File: src/rtl/fetch_unit.sv
// fetch_unit: instruction-fetch sequencer sitting after the PC register.
// It reads pc and returns next_pc. Each PC gets one instruction-memory read
// over a valid/ready request and response-valid channel. The fetched word is
// held in a one-entry buffer that decode drains with a valid/ready handshake.
// A branch or jump redirect flushes the buffer and discards any fetch still
// in flight.
//
// Ports:
//   clk, reset                      clock, synchronous active-high reset
//   pc / next_pc                    PC register read value / load value (comb)
//   redirect_valid, redirect_pc     branch/jump redirect and its target
//   imem_req_valid/ready/addr       instruction-memory request channel
//   imem_resp_valid/data            instruction-memory response
//   inst_valid/ready, inst_pc/data  buffered instruction handed to decode
module fetch_unit #(
    parameter int unsigned XLEN    = 32,
    parameter int unsigned PC_STEP = 4
) (
    input  logic            clk,
    input  logic            reset,
    input  logic [XLEN-1:0] pc,
    output logic [XLEN-1:0] next_pc,
    input  logic            redirect_valid,
    input  logic [XLEN-1:0] redirect_pc,
    output logic            imem_req_valid,
    input  logic            imem_req_ready,
    output logic [XLEN-1:0] imem_req_addr,
    input  logic            imem_resp_valid,
    input  logic [XLEN-1:0] imem_resp_data,
    output logic            inst_valid,
    input  logic            inst_ready,
    output logic [XLEN-1:0] inst_pc,
    output logic [XLEN-1:0] inst_data
);

    // REQ: free to issue; WAIT: one request outstanding; DRAIN: outstanding request is stale
    typedef enum logic [1:0] {
        REQ   = 2'd0,
        WAIT  = 2'd1,
        DRAIN = 2'd2
    } state_t;

    state_t          state;
    state_t          state_next;
    logic [XLEN-1:0] issued_addr;
    logic            req_fire;
    logic            fill;

    assign imem_req_addr = pc;

    // State register
    always_ff @(posedge clk) begin
        if (reset) begin
            state <= REQ;
        end else begin
            state <= state_next;
        end
    end

    // Next state, request issue and next_pc; a redirect overrides everything else
    always_comb begin
        state_next     = state;
        imem_req_valid = 1'b0;
        req_fire       = 1'b0;
        fill           = 1'b0;
        next_pc        = pc;
        if (redirect_valid) begin
            next_pc = redirect_pc & ~XLEN'(3);
            case (state)
                WAIT, DRAIN: state_next = imem_resp_valid ? REQ : DRAIN;
                default:     state_next = REQ;
            endcase
        end else begin
            case (state)
                REQ: begin
                    // Issue only when the buffer is empty or drains on this edge
                    imem_req_valid = !inst_valid || inst_ready;
                    req_fire       = imem_req_valid && imem_req_ready;
                    if (req_fire) begin
                        next_pc    = pc + XLEN'(PC_STEP);
                        state_next = WAIT;
                    end
                end
                WAIT: begin
                    if (imem_resp_valid) begin
                        fill       = 1'b1;
                        state_next = REQ;
                    end
                end
                DRAIN: begin
                    // Stale response is dropped on arrival
                    if (imem_resp_valid) begin
                        state_next = REQ;
                    end
                end
                default: state_next = REQ;
            endcase
        end
    end

    // Issued address and instruction buffer
    always_ff @(posedge clk) begin
        if (reset) begin
            issued_addr <= '0;
            inst_valid  <= 1'b0;
            inst_pc     <= '0;
            inst_data   <= '0;
        end else begin
            if (req_fire) begin
                issued_addr <= pc;
            end
            if (redirect_valid) begin
                inst_valid <= 1'b0;
            end else if (fill) begin
                inst_valid <= 1'b1;
                inst_pc    <= issued_addr;
                inst_data  <= imem_resp_data;
            end else if (inst_valid && inst_ready) begin
                inst_valid <= 1'b0;
            end
        end
    end

endmodule

File: config.mk
export PLATFORM = sky130hd
export DESIGN_NAME = fetch_unit
export DESIGN_NICKNAME = d
export VERILOG_FILES = /design/src/rtl/fetch_unit.sv
export SDC_FILE = /design/constraint.sdc
export NUM_CORES = 1
export LEC_CHECK = 0
export ABC_AREA = 1
export ABC_CLOCK_PERIOD_IN_PS = 2000
export BUFFER_PORTS_ARGS = -buffer_cell sky130_fd_sc_hd__buf_2
export CORE_ASPECT_RATIO = 1.25
export CORE_MARGIN = 3
export CORE_UTILIZATION = 47
export CTS_CLUSTER_SIZE = 25
export DETAILED_ROUTE_END_ITERATION = 8
export PLACE_DENSITY = 0.79
export SYNTH_ARGS = -nofsm -noshare
export SYNTH_HDL_FRONTEND = slang
export SYNTH_SLANG_ARGS = --single-unit
File: constraint.sdc
create_clock -name clk -period 2 [get_ports clk]
set_input_delay 0.1 -clock clk [delete_from_list [all_inputs] [get_ports clk]]
set_output_delay 0.1 -clock clk [all_outputs]
set_load 0.02 [all_outputs]
=== Word-level counts from Yosys, hierarchy flattened ===
Index checks and enable logic that the tools add are counted.
W data, S select, Z words.

* Reduce and logical (&&, ||, !) cells: 10
* Bitwise operators: 1
* Multiplexer cells: 18
* Equal/unequal tests: 4
* $add $sub $neg: 1

{| class="wikitable"
|+ Operators by type and width
! operator !! number
|-
| $mux W32 || 3
|-
| $add A32 B3 Y32 const B || 1
|-
| $mux W2 || 5
|-
| $mux W1 || 9
|-
| $pmux W2 S2 || 1
|-
| $reduce_and A2 Y1 || 2
|-
| $reduce_or A2 Y1 || 2
|-
| $ne A3 B1 Y1 const B || 1
|-
| $ne A3 B3 Y1 const B || 1
|-
| $eq A2 B1 Y1 const B || 1
|-
| $eq A2 B2 Y1 const B || 1
|-
| $logic_and A1 B1 Y1 || 2
|-
| $logic_not A2 Y1 || 1
|-
| $reduce_bool A2 Y1 || 1
|-
| $logic_not A1 Y1 || 1
|-
| $logic_or A1 B1 Y1 || 1
|-
| $not A1 Y1 || 1
|}

* Logic and storage cells: 39
* Input port bits: 102
* Output and inout port bits: 130
* Bits in registers: 99

=== Longest topological paths before layout ===
Gate-level depths: netlist (run 1).

* Word-level depth: 6
* Depth in mapped cells: 11
* Mapped depth without buffers: 10

=== Worst setup path before layout (run 1) ===
No wires, ideal clock.

* Path type: register to output
* From: register state[0]
* To: output port next_pc[4]
* Data required time: 1900 ps
* Arrival time: 1603 ps
* Path buffers: 1
* Path slack: 297 ps
* Stages on the path, launching flop included: 9
* Cells stage by stage: dfxtp_1 inv_1 ha_1 buf_4 nand3_4 inv_1 nand2_1 xor2_1 o21ai_0

* Longest elaborated chain between the ends: 3

{| class="wikitable"
|+ RTL lines
! element !! RTL line !! RTL
|-
| start: declaration || 43 || <nowiki>state_t state;</nowiki>
|-
| start signal: assignment || 56 || <nowiki>state <= state_next;</nowiki>
|-
| $logic_not A2 Y1 || 74 || <nowiki>case (state)</nowiki>
|-
| $mux W32 || 74 ||
|-
| $mux W32 || 67 || <nowiki>if (redirect_valid) begin</nowiki>
|-
| end: declaration || 22 || <nowiki>output logic [XLEN-1:0] next_pc,</nowiki>
|}

Every way passes these cells.

=== Worst setup path after layout (run 1) ===
* From: register state[1]
* To: output port next_pc[31]

The elaborated chain is that of the path after synthesis.

==> impl_metrics.tcl, run 1 <==
set metrics [dict create \
    status "finished clean" \
    cpMaxStageDelayCell "dfxtp_2" \
    antenna_cells 0 \
    routedWlPerCell_um 14.1 \
    crit_arrival_ns 1.85 \
    ir_drop_v 0.000470 \
    maxCapViolCount 0 \
    power_density_mw_per_mm2 662 \
    cpLargestDelayFamily "simple AND/OR/NAND/NOR gates" \
    yosys_warnings 0 \
    antenna_found_initial 0 \
    worst_path_largest_cell_delay_ns 0.32 \
    worst_pin_slew_ns 0.783 \
    vias 5462 \
    dp.cells 1049 \
    holdPathStages 3 \
    power_leakage_nw 3.52 \
    reg2reg_depth 8 \
    synth.avg_cell_area_um2 6.67 \
    dpl.hpwl_mm 10.8 \
    ys_ff_latch 99 \
    die_area_mm2 0.0119 \
    cts-buffers-inserted 9 \
    synth_fp_nets 855 \
    setup_viol_count_final 0 \
    r2r_slack_ns 0.38 \
    r2r_start "state[1]" \
    ys_types 30 \
    core_mm2 0.0103 \
    rsz0062_at_grt "yes" \
    grt_overflow 0 \
    wl_mm 15.6 \
    max_slew_margin 0.477 \
    final_hold_viol_count 0 \
    cts_max_path_buffers 2 \
    endpoint_kind "output port" \
    grt_pass1_vias 4954 \
    critPathBufInv 3 \
    post-route-util 0.661 \
    grt_first_pass_wirelength_mm 24.3 \
    slew_violations 0 \
    grt.total_usage 0.252 \
    cts.sinks 99 \
    fill_cells 922 \
    cp_num_cells 10 \
    worstPathMaxFanout 4 \
    fin_crit_sh 0.977 \
    die_width_um 98.3 \
    setup.worst_path.class "flip-flop to output port" \
    core.rowCount 41 \
    synth_area_mm2 0.00501 \
    max_freq_mhz 512 \
    met1_length_mm 6.44 \
    final_cells 1102 \
    cp-start-kind "flip-flop" \
    skew_ns 0.00547 \
    required_ns 1.90 \
    wl_met2_mm 7.65 \
    cts_root_buf "clkbuf_16" \
    syn_inst 750 \
    period_needed_ns 1.95 \
    hold_start "imem_resp_data[27]" \
    viasPerCell 4.96 \
    mostFrequentLayoutCells "223 x buf_2, 178 x nor2_1, 117 x nand2_1" \
    clock_latency_ns 0.34 \
    start_util 0.488 \
    mostFrequentLayoutCell "buf_2" \
    crit_chain "inv_2 > ha_4 > buf_6 > nand2_4 > nor3_1 > nand3_1 > nand2_1 > nand3_1 > nand2_1 > buf_2" \
    gp_congestion 0.885 \
    drc 0 \
    hp-class "input pin to flip-flop" \
    yosysSeqAreaShare 0.396 \
    cts.htree.levels 3 \
    dieHeight_um 121 \
    routed-wl-met3_mm 1.14 \
    port_buffers 229 \
    ant_nets 0 \
    drive_gt1_frac 0.314 \
    top_layer_used "met4" \
    dr.pass1.iters 6 \
    synthToLayoutAreaGrowth_pct 35.5 \
    tritoncts "done" \
    drt_iter0_markers 365 \
    path_clk_slew_ns 0.06 \
    setup.worst_path.start "state[1]" \
    hold_end "inst_data[27]" \
    num_io_pins 232 \
    grt_max_degree 98 \
    r2r_end "issued_addr[16]" \
    nets 1073 \
]
[layout make-up]
type | count | area, um^2 | area share
Inverter | 46 | 173 | 0.0255
Clock buffer | 11 | 233 | 0.0343
Clock inverter | 5 | 30.0 | 0.00443
Timing Repair Buffer | 277 | 1660 | 0.245
Tap cell | 129 | 161 | 0.0238
Sequential cell | 99 | 1980 | 0.293
Multi-Input combinational cell | 535 | 2540 | 0.374
[Yosys cell counts (all sizes together)]
cell type / instances / area share
and2: 1 / 0.0013
nand4: 10 / 0.012
buf: 47 / 0.065
o21bai: 3 / 0.0045
nor2: 195 / 0.16
nand2: 125 / 0.097
inv: 46 / 0.034
dfxtp: 99 / 0.40
a22o: 1 / 0.0017
a21boi: 1 / 0.0022
xnor2: 3 / 0.0052
clkbuf: 23 / 0.017
xor2: 1 / 0.0017
ha: 3 / 0.0075
nand3: 50 / 0.053
or2: 1 / 0.0013
nor3: 3 / 0.0030
o21ai: 104 / 0.10
a21oi: 34 / 0.035
[worst register-to-register path, cell delays in order (launching register included)]
cell,delay (ns)
dfxtp_2,0.32
inv_2,0.07
ha_4,0.16
nand3_4,0.18
buf_4,0.20
nor2_4,0.12
buf_12,0.23
o21ai_0,0.11
a21oi_1,0.16
[stage by stage]
step | hold WS [ns] | cell area, um^2 | total power [mW] | setup WS (ns) | setup TNS (ns)
2_1_floorplan | 0.169 | 5010 | 2.61 | 0.297 | 0
3_3_place_gp | 0.310 | 6030 | 2.89 | 0.248 | 0
3_5_place_dp | 0.310 | 6030 | 2.89 | 0.235 | 0
4_1_cts | 0.00550 | 6650 | 4.48 | -0.00206 | -0.00206
5_1_grt | 0.0373 | 6780 | 4.69 | -0.0452 | -0.112
6_report | 0.0168 | 6780 | 4.49 | 0.0460 | 0
[registers in the layout (all words and copies together), names as in the netlist]
| register | count |
|---|---|
| inst_valid | 1 |
| issued_addr | 32 |
| state | 2 |
| inst_data | 32 |
| inst_pc | 32 |
[logic make-up (layout without fill, tap and decap cells)]
kind of cell / count (synthesis) / count (layout) / share of synthesized area
AOI/OAI and AO/OA: 143 / 143 / 0.147
and+or+nand+nor: 385 / 385 / 0.326
xor gates and xnor gates: 4 / 4 / 0.00700
DFF: 99 / 99 / 0.396
adders and majority gates: 3 / 3 / 0.00750
buffers and inverters: 116 / 339 / 0.116
[power by group]
part	switching [mW]	internal, mW
combinational	0.524	0.323
sequential	0.0391	2.05
clock	0.716	0.837
[worst max-delay path by stage]
| stage | to | slack [ns] |
|---|---|---|
| after CTS | next_pc[30] | -0.002 |
| after global placement | next_pc[30] | 0.25 |
| after global routing | next_pc[29] | -0.05 |
| final | next_pc[31] | 0.05 |
| after floorplan | next_pc[4] | 0.30 |
| after detailed placement | next_pc[30] | 0.23 |
[timing repair]
| action | in CTS | in global routing |
|---|---|---|
| buffers inserted | 1 | 5 |
| hold buffers | 31 | 0 |
| pin swaps | 3 | 11 |
| gates resized for setup | 7 | 29 |
| hold endpoints to repair | 32 | 0 |
| endpoints found under the setup margin | 20 | 20 |
[layer usage]
layer | vias up | track usage
li1 | 2813 | -
met3 | 24 | 0.0518
met5 | - | 0
met1 | 2417 | 0.309
met2 | 208 | 0.431
met4 | 0 | 0.101
Note: power is estimated with default switching activity, not from simulation.
==> run 2, diff against run 1 <==
CORE_ASPECT_RATIO = not set   (was 1.25)
CTS_CLUSTER_DIAMETER = 120   (was not set)
==> run 2 against run 1 <==
Clock-buffer cell count grew 1. Utilization rose by 0.67 points. Critical path depth rose by 2. Register-to-register slack got worse by 0.25 ns. Sequential share of layout area decreased by 0.47 points. Sequential power is essentially flat. Final cell count increased by 1.4%. Power down 0.23%. Clock skew up 0.0080 ns. Clock power down 3%. Critical endpoint is now next_pc[27]. Highest routed layer unchanged.
==> impl_metrics.tcl, run 2 (same netlist as run 1, synthesis figures left out) <==
set metrics [dict create \
    gp_congestion 0.939 \
    power_density_mw_per_mm2 650 \
    skew_ns 0.0135 \
    p_total_mw 4.48 \
    start_util 0.485 \
    drc 0 \
    worst_path_largest_cell_delay_ns 0.34 \
    grt_first_pass_wirelength_mm 24.3 \
    final_cells 1117 \
    mostFrequentLayoutCell "buf_2" \
    crit_arrival_ns 1.88 \
    core.rowCount 37 \
    cts_root_buf "clkbuf_8" \
    reg2reg_depth 9 \
    cts.sinks 99 \
    tns_ns 0 \
    die_width_um 109 \
    hold_end "state[1]" \
    cp_common_cell "nand2_1" \
    core_mm2 0.0103 \
    r2r_end "issued_addr[13]" \
    critPathBufInv 4 \
    clock_latency_ns 0.36 \
    crit_chain "inv_2 > ha_4 > buf_6 > inv_2 > nor2_2 > nand3_2 > nor2_4 > nand2_1 > nand2_1 > nand3_1 > nand2_1 > buf_6" \
    grt_pass1_vias 5147 \
    port_buffers 229 \
    power_leakage_nw 3.56 \
    place_ws_ns 0.222 \
    dpl.hpwl_mm 10.8 \
    grt_max_degree 69 \
    drive_gt1_frac 0.322 \
    grt_overflow 0 \
    dieHeight_um 109 \
    max_slew_margin 0.583 \
    final_hold_viol_count 0 \
    setup_viol_count_final 0 \
    viasPerCell 5.01 \
    dr.pass1.iters 5 \
    maxCapViolCount 0 \
    endpoint_kind "output port" \
    path_clk_slew_ns 0.10 \
    drt_iter0_markers 343 \
    required_ns 1.90 \
    cts_max_path_buffers 2 \
    slew_violations 0 \
    vias 5600 \
    ir_drop_v 0.000447 \
    holdPathStages 4 \
    worstPathMaxFanout 6 \
    cp-start-kind "flip-flop" \
    synthToLayoutAreaGrowth_pct 37.7 \
    antenna_found_initial 0 \
    fin_crit_sh 0.992 \
    cts-buffers-inserted 9 \
    mostFrequentLayoutCells "219 x buf_2, 175 x nor2_1, 117 x nand2_1" \
    cts.htree.levels 3 \
    ant_nets 0 \
    tritoncts "done" \
    status "finished clean" \
    max_freq_mhz 504 \
    setup.worst_path.start "state[1]" \
    die_area_mm2 0.0119 \
    hp-class "input pin to flip-flop" \
    routedWlPerCell_um 14.1 \
    antenna_cells 0 \
    r2r_slack_ns 0.13 \
    cpMaxStageDelayCell "dfxtp_2" \
    hold_start "imem_resp_valid" \
    period_needed_ns 1.98 \
    worst_slack_ns 0.0163 \
    rsz0062_at_grt "yes" \
    setup.worst_path.class "flip-flop to output port" \
    wl_mm 15.7 \
    nets 1081 \
    num_io_pins 232 \
    cpLargestDelayFamily "simple AND/OR/NAND/NOR gates" \
    grt.total_usage 0.254 \
    dp.cells 1055 \
    top_regs "inst_data (32), inst_pc (32), issued_addr (32)" \
    r2r_start "state[1]" \
    worst_pin_slew_ns 0.625 \
]
-- run 2: layout make-up --
class / instances / area, um^2
Fill cell: 907 / 3430
Multi-Input combinational cell: 535 / 2560
Sequential cell: 99 / 1980
Timing Repair Buffer: 285 / 1760
Inverter: 46 / 173
Tap cell: 136 / 170
Clock buffer: 12 / 165
Clock inverter: 4 / 77.6
-- run 2: power breakdown --
part	switching [mW]	internal [mW]	total [mW]	leakage [nW]
sequential	0.0367	2.05	2.09	0.806
combinational	0.535	0.345	0.880	2.63
clock	0.697	0.817	1.51	0.124
total	1.27	3.21	4.48	3.56
-- run 2: metal layers --
metal  vias up  track usage  wire (um)
met5         -            0          0
met4         0       0.0757        368
met3        30       0.0622       1130
met2       217        0.439       7790
met1      2522        0.315       6410
li1       2831            -          -
-- run 2: repair_timing --
item                                    4_1_cts  5_1_grt
hold endpoints to repair                     36        0
setup buffers                                 6        5
hold buffers                                 35        0
pin swaps                                     8       16
endpoints found under the setup margin       19       24
gates resized for setup                      21       27
-- run 2: per-stage QoR --
step           hold slack, ns  cell area, um^2   util
5_1_grt                0.0383             6890  0.668
4_1_cts               0.00230             6750  0.654
3_5_place_dp            0.311             6030  0.584
2_1_floorplan           0.169             5010      -
3_3_place_gp            0.308             6030  0.584
6_report               0.0155             6890  0.668
-- run 2: worst max path at each step --
stage | endpoint | slack (ns) | cells past startpoint
final | next_pc[27] | 0.02 | 12
after detailed placement | next_pc[27] | 0.22 | 12
after floorplan | next_pc[4] | 0.30 | 8
after CTS | next_pc[29] | -0.02 | 12
after global routing | next_pc[27] | -0.09 | 12
after global placement | next_pc[27] | 0.27 | 12
-- run 2: worst reg2reg max path, cell delays in order, from the launching register on --
cell and delay (ns):
dfxtp_2 0.34, inv_2 0.07, ha_4 0.15, nand3_4 0.15
buf_4 0.19, buf_4 0.13, nor2_4 0.25, inv_1 0.28
nor2_1 0.16, nor2_1 0.06
==> run 3, diff against run 2 <==
BUFFER_PORTS_ARGS = -buffer_cell sky130_fd_sc_hd__buf_4   (was -buffer_cell sky130_fd_sc_hd__buf_2)
CORE_ASPECT_RATIO = 0.9   (was not set)
GPL_ROUTABILITY_DRIVEN = 0   (was not set)
==> run 3 against run 2 <==
Clock power grew 17%. Register-to-register slack gained 0.06 ns. Critical path depth is the same. Clock skew shrank 0.0097 ns. Critical path type unchanged. Largest cell class unchanged.
==> impl_metrics.tcl, run 3 (same netlist as run 1, synthesis figures left out) <==
set metrics [dict create \
    top_layer_used "met4" \
    worst_pin_slew_ns 0.863 \
    cpMaxStageDelayCell "dfxtp_2" \
    mostFrequentLayoutCell "buf_4" \
    cts_root_buf "clkbuf_16" \
    ir_drop_v 0.000460 \
    drt_iter0_markers 396 \
    grt.total_usage 0.265 \
    setup.worst_path.class "flip-flop to output port" \
    cts.sinks 99 \
    setup_viol_count_final 0 \
    power_leakage_nw 3.64 \
    cts.htree.levels 3 \
    final_cells 1101 \
    wl_mm 16.5 \
    required_ns 1.90 \
    cp-start-kind "flip-flop" \
    antenna_found_initial 0 \
    crit_arrival_ns 1.88 \
    power_density_mw_per_mm2 655 \
    nets 1072 \
    drive_gt1_frac 0.318 \
    mostFrequentLayoutCells "234 x buf_4, 177 x nor2_1, 116 x nand2_1" \
    worstPathMaxFanout 7 \
    fin_crit_sh 0.988 \
    final_hold_viol_count 0 \
    max_slew_margin 0.424 \
    core_mm2 0.0103 \
    worst_path_largest_cell_delay_ns 0.32 \
    status "finished clean" \
    start_util 0.484 \
    path_clk_slew_ns 0.07 \
    grt_overflow 0 \
    dp.cells 1049 \
    met1_length_mm 6.77 \
    tns_ns 0 \
    period_needed_ns 1.98 \
    grt_first_pass_wirelength_mm 25.6 \
    cp_common_cell "nand2_1" \
    viasPerCell 5.14 \
    grt_pass1_vias 5231 \
    die_width_um 115 \
    max_freq_mhz 506 \
    crit_chain "inv_2 > ha_4 > buf_6 > inv_4 > nor2_4 > nand3_2 > nor2_4 > nand2_1 > nand2_1 > nand3_1 > nand2_1 > buf_6" \
    maxCapViolCount 0 \
    dieHeight_um 104 \
    whs_ns 0.0221 \
    tritoncts "done" \
    fin_area_mm2 0.00737 \
    vias 5654 \
    skew_ns 0.00379 \
    drc 0 \
    dr.pass1.iters 7 \
    critPathBufInv 4 \
    ant_nets 0 \
    placed_area_mm2 0.00660 \
    cts-buffers-inserted 9 \
    clock_latency_ns 0.34 \
    post-route-util 0.714 \
    hp-class "input pin to flip-flop" \
    port_buffers 229 \
    fill_cells 858 \
    wl_met2_mm 7.91 \
    endpoint_kind "output port" \
    core.rowCount 35 \
    slew_violations 0 \
    top_regs "inst_data (32), inst_pc (32), issued_addr (32)" \
    antenna_cells 0 \
    num_io_pins 232 \
    rsz0062_at_grt "yes" \
    dpl.hpwl_mm 11.3 \
    routedWlPerCell_um 15.0 \
    cts_max_path_buffers 2 \
    cpLargestDelayFamily "simple AND/OR/NAND/NOR gates" \
    die_area_mm2 0.0119 \
    routed-wl-met3_mm 1.42 \
    synthToLayoutAreaGrowth_pct 47.3 \
    grt_max_degree 45 \
]
run 3: changes by cell type in the layout (fill, tap and decap cells not counted), sizes merged:
cell	delta
buf	-5
dlygate4sd3	-5
clkinvlp	+4
clkbuf	-3
bufinv	-1
clkinv	+1
inv	-1
nor2	+1
run 3: worst reg2reg max path, delay by kind of cell (launching register included):
| kind | cells | cell delay, ns |
|---|---|---|
| compound gates | 1 | 0.22 |
| fa+ha+maj | 1 | 0.17 |
| buf+inv | 1 | 0.07 |
| flops | 1 | 0.32 |
| simple gates | 3 | 0.95 |
run 3: per-layer routing:
metal | GRT usage | up-vias
met4 | 0.0855 | 0
met2 | 0.440 | 249
met1 | 0.333 | 2551
met5 | 0 | -
li1 | - | 2819
met3 | 0.0716 | 35
run 3: power by group:
| part | switching, mW | internal (mW) | total, mW |
|---|---|---|---|
| clock | 0.779 | 0.976 | 1.76 |
| sequential | 0.0397 | 2.05 | 2.09 |
| combinational | 0.543 | 0.441 | 0.984 |
run 3: path summary, 6_finish.rpt:
| kind | start | endpoint | slack [ns] | depth (start not counted) |
|---|---|---|---|---|
| max reg2reg | state[1] | inst_data[23] | 0.19 | 6 |
| max | state[1] | next_pc[27] | 0.02 | 12 |
| min | imem_resp_data[3] | inst_data[3] | 0.02 | 3 |
| min reg2reg | state[1] | state[1] | 0.47 | 2 |
run 3: cell type report:
cell class                 count  area, um^2  share of cell area
timing repair buffer         275        2220               0.300
tap                          129         161              0.0219
clock buffer                   9         225              0.0305
inverter                      46         178              0.0241
clock inverter                 7        77.6              0.0105
multi-input combinational    536        2530               0.343
sequential                    99        1980               0.269
run 3: repair_timing:
| item | CTS | global route |
|---|---|---|
| hold endpoints to repair | 31 | 0 |
| hold buffers | 30 | 0 |
| setup endpoints to repair | 19 | 30 |
| pin swaps | 6 | 14 |
| gates cloned | 1 | 0 |
| buffers inserted | 2 | 3 |
| resized for setup | 10 | 28 |
run 3: metrics by stage:
stage | setup WS, ns | total power [mW]
3_5_place_dp | 0.0165 | 3.03
5_1_grt | -0.0819 | 5.01
4_1_cts | 0.0125 | 4.82
3_3_place_gp | 0.0685 | 3.02
6_report | 0.0237 | 4.83
2_1_floorplan | 0.297 | 2.61
